===== config.mk =====
export PLATFORM = sky130hd
export DESIGN_NAME = stim_sequencer_flat
export DESIGN_NICKNAME = d
export VERILOG_FILES = /design/src/rtl/stim_sequencer_if.sv /design/src/rtl/stim_sequencer.sv /design/src/flat_wrapper.sv
export SDC_FILE = /design/constraint.sdc
export NUM_CORES = 1
export LEC_CHECK = 0
export CORE_MARGIN = 1
export CORE_UTILIZATION = 40
export DETAILED_ROUTE_END_ITERATION = 10
export GPL_TIMING_DRIVEN = 0
export HOLD_SLACK_MARGIN = 0.03
export PLACE_DENSITY = 0.63
export RECOVER_POWER = 50
export SYNTH_ARGS = -nofsm -noshare
export SYNTH_HDL_FRONTEND = slang
export SYNTH_SLANG_ARGS = --single-unit

===== constraint.sdc =====
create_clock -name clock -period 2.8 [get_ports clock]
set_input_delay 0.28 -clock clock [delete_from_list [all_inputs] [get_ports clock]]
set_output_delay 0.28 -clock clock [all_outputs]
set_load 0.05 [all_outputs]

===== src/rtl/stim_sequencer_if.sv =====
// rtl/stim_sequencer_if.sv - control, program-load and drive signals of stim_sequencer
interface stim_sequencer_if #(
  parameter int OP_W = 3,
  parameter int AW   = 4
);
  logic            start;
  logic            abort;
  logic            ld_we;
  logic [AW-1:0]   ld_addr;
  logic [OP_W+2:0] ld_data;
  logic [OP_W-1:0] drive;
  logic [AW-1:0]   pc;
  logic            step;
  logic            busy;
  logic            done;
  logic            ld_err;

  // sequencer side: takes commands and program words, produces the drive vector
  modport slave (
    input  start, abort, ld_we, ld_addr, ld_data,
    output drive, pc, step, busy, done, ld_err
  );

  // controller side: loads programs and starts/aborts runs
  modport master (
    output start, abort, ld_we, ld_addr, ld_data,
    input  drive, pc, step, busy, done, ld_err
  );
endinterface


===== src/rtl/stim_sequencer.sv =====
// rtl/stim_sequencer.sv - opcode-memory stimulus sequencer with per-word repeat (option: STIM_SEQ_LOOP_EN)
module stim_sequencer #(
  parameter int OP_W       = 3,
  parameter int DEPTH      = 11,
  parameter int START_ADDR = 1,
  parameter int AW         = 4
) (
  input  logic              clock,
  input  logic              reset,
  stim_sequencer_if.slave   bus
);
  // word layout: {last, rep[1:0], drive[OP_W-1:0]}
  localparam int            WW      = OP_W + 3;
  localparam logic [AW:0]   DEPTH_V = (AW+1)'(DEPTH);
  localparam logic [AW-1:0] START_V = AW'(START_ADDR);
  localparam logic [AW-1:0] LAST_V  = AW'(DEPTH - 1);

  typedef enum logic [1:0] {S_IDLE, S_RUN, S_DONE} state_t;

  state_t          r_state;
  logic [WW-1:0]   r_mem [DEPTH];
  logic [OP_W-1:0] r_drive;
  logic [AW-1:0]   r_pc;
  logic [1:0]      r_rep;
  logic            r_step;
  logic            r_busy;
  logic            r_done;
  logic            r_ld_err;

  logic [WW-1:0]   w_start_word;
  logic [WW-1:0]   w_cur_word;
  logic [WW-1:0]   w_next_word;
  logic [AW-1:0]   w_next_pc;
  logic            w_addr_ok;
  logic            w_wr_ok;
  logic            w_wr_bad;
  logic            w_end;

  // combinational fetch: memory cannot change during RUN, so reading the current word is stable
  assign w_start_word = r_mem[START_V];
  assign w_cur_word   = r_mem[r_pc];
  assign w_next_pc    = r_pc + AW'(1);
  assign w_next_word  = r_mem[w_next_pc];
  assign w_end        = w_cur_word[WW-1] || (r_pc == LAST_V);

  assign w_addr_ok = ({1'b0, bus.ld_addr} < DEPTH_V);
  assign w_wr_ok   = bus.ld_we && w_addr_ok && (r_state != S_RUN);
  assign w_wr_bad  = bus.ld_we && !w_wr_ok;

  // program write port; contents survive reset so a run can be replayed after it
  always_ff @(posedge clock) begin
    if (w_wr_ok) begin
      r_mem[bus.ld_addr] <= bus.ld_data;
    end
  end

  // sequencing FSM with all outputs registered
  always_ff @(posedge clock or posedge reset) begin
    if (reset) begin
      r_state  <= S_IDLE;
      r_drive  <= '0;
      r_pc     <= '0;
      r_rep    <= '0;
      r_step   <= 1'b0;
      r_busy   <= 1'b0;
      r_done   <= 1'b0;
      r_ld_err <= 1'b0;
    end else begin
      r_step   <= 1'b0;
      r_ld_err <= w_wr_bad;
      if (bus.abort) begin
        r_state <= S_IDLE;
        r_drive <= '0;
        r_rep   <= '0;
        r_busy  <= 1'b0;
        r_done  <= 1'b0;
      end else begin
        case (r_state)
          S_IDLE, S_DONE: begin
            if (bus.start) begin
              r_state <= S_RUN;
              r_pc    <= START_V;
              r_drive <= w_start_word[OP_W-1:0];
              r_rep   <= w_start_word[OP_W+1:OP_W];
              r_step  <= 1'b1;
              r_busy  <= 1'b1;
              r_done  <= 1'b0;
            end
          end
          S_RUN: begin
            if (r_rep != 2'd0) begin
              r_rep <= r_rep - 2'd1;
            end else if (!w_end) begin
              r_pc    <= w_next_pc;
              r_drive <= w_next_word[OP_W-1:0];
              r_rep   <= w_next_word[OP_W+1:OP_W];
              r_step  <= 1'b1;
            end else begin
`ifdef STIM_SEQ_LOOP_EN
              r_pc    <= START_V;
              r_drive <= w_start_word[OP_W-1:0];
              r_rep   <= w_start_word[OP_W+1:OP_W];
              r_step  <= 1'b1;
`else
              r_state <= S_DONE;
              r_drive <= '0;
              r_busy  <= 1'b0;
              r_done  <= 1'b1;
`endif
            end
          end
          default: begin
            r_state <= S_IDLE;
            r_drive <= '0;
            r_busy  <= 1'b0;
            r_done  <= 1'b0;
          end
        endcase
      end
    end
  end

  assign bus.drive  = r_drive;
  assign bus.pc     = r_pc;
  assign bus.step   = r_step;
  assign bus.busy   = r_busy;
  assign bus.done   = r_done;
  assign bus.ld_err = r_ld_err;
endmodule


===== src/flat_wrapper.sv =====
// flat-port wrapper written by rule: the top's interface ports become plain ports
module stim_sequencer_flat 
#(
  parameter int OP_W       = 3,
  parameter int DEPTH      = 11,
  parameter int START_ADDR = 1,
  parameter int AW         = 4
)
  (clock, reset, bus_start, bus_abort, bus_ld_we, bus_ld_addr, bus_ld_data, bus_drive, bus_pc, bus_step, bus_busy, bus_done, bus_ld_err);
  stim_sequencer_if #(.OP_W(OP_W), .AW(AW)) bus_i ();
  input  logic clock;
  input  logic reset;
  input wire logic [$bits(bus_i.start)-1:0] bus_start;
  input wire logic [$bits(bus_i.abort)-1:0] bus_abort;
  input wire logic [$bits(bus_i.ld_we)-1:0] bus_ld_we;
  input wire logic [$bits(bus_i.ld_addr)-1:0] bus_ld_addr;
  input wire logic [$bits(bus_i.ld_data)-1:0] bus_ld_data;
  output wire logic [$bits(bus_i.drive)-1:0] bus_drive;
  output wire logic [$bits(bus_i.pc)-1:0] bus_pc;
  output wire logic [$bits(bus_i.step)-1:0] bus_step;
  output wire logic [$bits(bus_i.busy)-1:0] bus_busy;
  output wire logic [$bits(bus_i.done)-1:0] bus_done;
  output wire logic [$bits(bus_i.ld_err)-1:0] bus_ld_err;
  assign bus_i.start = bus_start;
  assign bus_i.abort = bus_abort;
  assign bus_i.ld_we = bus_ld_we;
  assign bus_i.ld_addr = bus_ld_addr;
  assign bus_i.ld_data = bus_ld_data;
  assign bus_drive = bus_i.drive;
  assign bus_pc = bus_i.pc;
  assign bus_step = bus_i.step;
  assign bus_busy = bus_i.busy;
  assign bus_done = bus_i.done;
  assign bus_ld_err = bus_i.ld_err;
  stim_sequencer #(.OP_W(OP_W), .DEPTH(DEPTH), .START_ADDR(START_ADDR), .AW(AW)) u_core (.clock(clock), .reset(reset), .bus(bus_i));
endmodule

==> qor.yml <==
run_status:
  status: "finished clean"
timing:
  finClkSkew_ns: 0.00909
  period_minus_slack_ns: 2.63
  worst_slack_ns: 0.173
  clock.fmax_mhz: 381
  hold_viol_final: 0
  max-slew-margin-rel_pct: 32.9
  setup_tns_ns: 0
  rsz0062_at_grt: "false"
  slew_violations: 0
  worst_pin_slew_ns: 0.998
  timing.hold.ws_ns: 0.422
  min_period_over_period_pct: 93.8
  finalSetupViolCount: 0
cts:
  cts_hold_buf: 0
  cts.path.max_buffers: 2
  cts_num_sinks: 80
  cts-buffers-inserted: 9
  cts_max_level: 3
  cts_setup_buffers: 0
  root_buffer: "clkbuf_8"
  cts_tree: "done"
  worstSkewPairLatency_ns: 0.34
  clk_pin_slew_ns: 0.08
detailed_routing:
  drt_pre_antenna_iters: 4
  via_per_inst: 5.34
  ant_nets: 0
  vias: 1916
  drt_iter0_markers: 100
  wire_per_inst_um: 18.3
  drc: 0
  wl_mm: 6.58
floorplan:
  die-area_sq_um: 8830
  ios: 26
  start_util_pct: 41.2
  std_cell_rows: 33
  core_sq_um: 8220
  die_y_um: 94.0
  die_x_um: 94.0
pwr:
  power_density_nw_per_um2: 829
  power_mw: 3.31
  p_leak_nw: 1.42
  peakVddDrop_v: 0.000307
worst_setup_path:
  startpoint: "u_core.bus.pc[0]"
  critical_path_class: "flip-flop to flip-flop"
  critPathMaxFanout: 10
  r2r_cells: 8
  startpoint_type: "flip-flop"
  worstSetupEndpoint: "u_core.r_rep[0]"
  reg2reg_from: "u_core.bus.pc[0]"
  r2r-end: "u_core.r_rep[0]"
  endpoint_kind: "flip-flop"
  cp.arrival_ns: 2.84
  required_ns: 3.02
  reg2reg_setup_slack_ns: 0.17
min_path:
  min_path_type: "primary input to asynchronous set/reset pin"
synth:
  synth-edff-count: 66
  ys_seq_elements: 80
  synthTopCellsByCount: "edfxtp_1 (66), nor2_1 (20), mux2i_1 (15)"
  ys_async_sr_fraction_pct: 17.5
  synth_area_leaders: "edfxtp_1 (59%), dfrtp_1 (10%), mux4_2 (8.0%), mux2i_1 (4.4%), nor2_1 (2.2%)"
  synth_fp_nets: 231
  ys_types: 41
  ys_warn_count: 0
  syn_inst: 214
  syn-cell-area_sq_um: 3380
  yosysTopAreaCell: "edfxtp_1"
  seq_area_frac_synth_pct: 68.9
  avgSynthCellArea_sq_um: 15.8
  yosysMostFrequentCell: "edfxtp_1"
  synth_top_flop_cell: "edfxtp_1"
  synth_top_area_share_pct: 58.6
global_route:
  grt_pass1_vias: 1855
  grt_pass1_wl_mm: 10.2
  gr-total-overflow: 0
  grt_max_degree: 15
  grt_use_total_pct: 16.1
  antenna_found_initial: 0
cells_and_area:
  area_growth_pct: 17.8
  n_fill_cell: 712
  final_nets: 267
  diodes: 0
  instances_no_fill: 359
  drive_above_1_share_pct: 18.1
  post-route-util_pct: 48.5
  final_area_sq_um: 3990
flow_run:
  cap_violations: 0
place:
  dp_hpwl_mm: 4.64
  post_dp_cell_area_sq_um: 3790
  portBuffers: 25
  placedCellCount: 344
  pre_cts_ws_ns: -0.394
  gp_congestion: 0.824
## repair_timing
item,CTS,global route
pin swaps,0,0
gates resized for setup,4,1
setup endpoints to repair,5,1
## how the worst min path moves through the flow
stage	slack, ns	end	from
global route	0.50	u_core.bus.ld_err	reset
global placement	0.52	u_core.bus.drive[0]	u_core.bus.drive[0]
CTS	0.30	u_core.bus.busy	reset
finish	0.42	u_core.bus.done	reset
floorplan	0.17	u_core.bus.busy	reset
detailed placement	0.53	u_core.bus.drive[2]	u_core.bus.drive[2]
## worst max-delay path: stages (launching register included)
cell and delay, ns:
dfrtp_2 0.48, buf_4 0.27, buf_4 0.25, inv_1 0.06, ha_1 0.33, mux4_2 0.31, mux2_2 0.30, a2111oi_2 0.39
nor3_1 0.10
## metal layers
layer	vias to the layer above	track usage, %	wire [um]
met5	-	0	0
met4	0	6.79	71
met3	7	3.32	221
met2	42	25.4	3220
met1	966	21.8	3070
li1	901	-	-
## layout by cell type, fill, tap and decap left out, types with 3 or more instances in the layout
| cell type | instances |
|---|---|
| a21oi_1 | 8 |
| dfrtp_1 | 13 |
| clkbuf_1 | 3 |
| dlygate4sd3_1 | 11 |
| a22oi_1 | 3 |
| clkbuf_8 | 9 |
| inv_1 | 5 |
| mux2_2 | 5 |
| clkdlybuf4s50_1 | 14 |
| mux2i_1 | 15 |
| nand3b_1 | 3 |
| edfxtp_1 | 66 |
| buf_4 | 3 |
| o21ai_0 | 5 |
| nand2b_1 | 4 |
| mux4_2 | 12 |
| nor2_1 | 20 |
| nor4_2 | 3 |
| nand2_1 | 12 |
## cell families (layout without fill, tap and decap cells)
kind of cell / Yosys count / in the layout / synth area share, %
mux: 32 / 32 / 14.1
compound gates: 32 / 32 / 6.18
simple gates: 52 / 52 / 7.43
fa+ha+maj: 2 / 2 / 0.740
xor+xnor: 3 / 3 / 0.777
buf+inv: 13 / 53 / 1.85
flops: 80 / 80 / 68.9
## final cells by class
| cell class | instances | area, sq um | area share, % |
|---|---|---|---|
| multi-input cells | 121 | 1010 | 25.4 |
| plain buffers | 8 | 51.3 | 1.29 |
| inverters | 5 | 18.8 | 0.471 |
| repair buffers | 25 | 250 | 6.28 |
| clock inverters | 5 | 58.8 | 1.48 |
| flip-flops and latches | 80 | 2330 | 58.6 |
| well taps | 105 | 131 | 3.30 |
| clock buffers | 10 | 128 | 3.20 |
## registers in the layout (all words and copies together) (netlist names)
name,flops
u_core.bus.pc,4
u_core.bus.busy,1
u_core.r_state,1
u_core.bus.step,1
u_core.r_rep,2
u_core.r_mem,66
u_core.bus.ld_err,1
u_core.bus.drive,3
u_core.bus.done,1
## report_power, final
| part | internal, mW | switching, mW | total, mW |
|---|---|---|---|
| registers | 1.34 | 0.0595 | 1.40 |
| clock network | 0.408 | 0.407 | 0.814 |
| logic | 0.492 | 0.599 | 1.09 |
| total | 2.24 | 1.07 | 3.31 |
(Power assumes the default switching activity.)
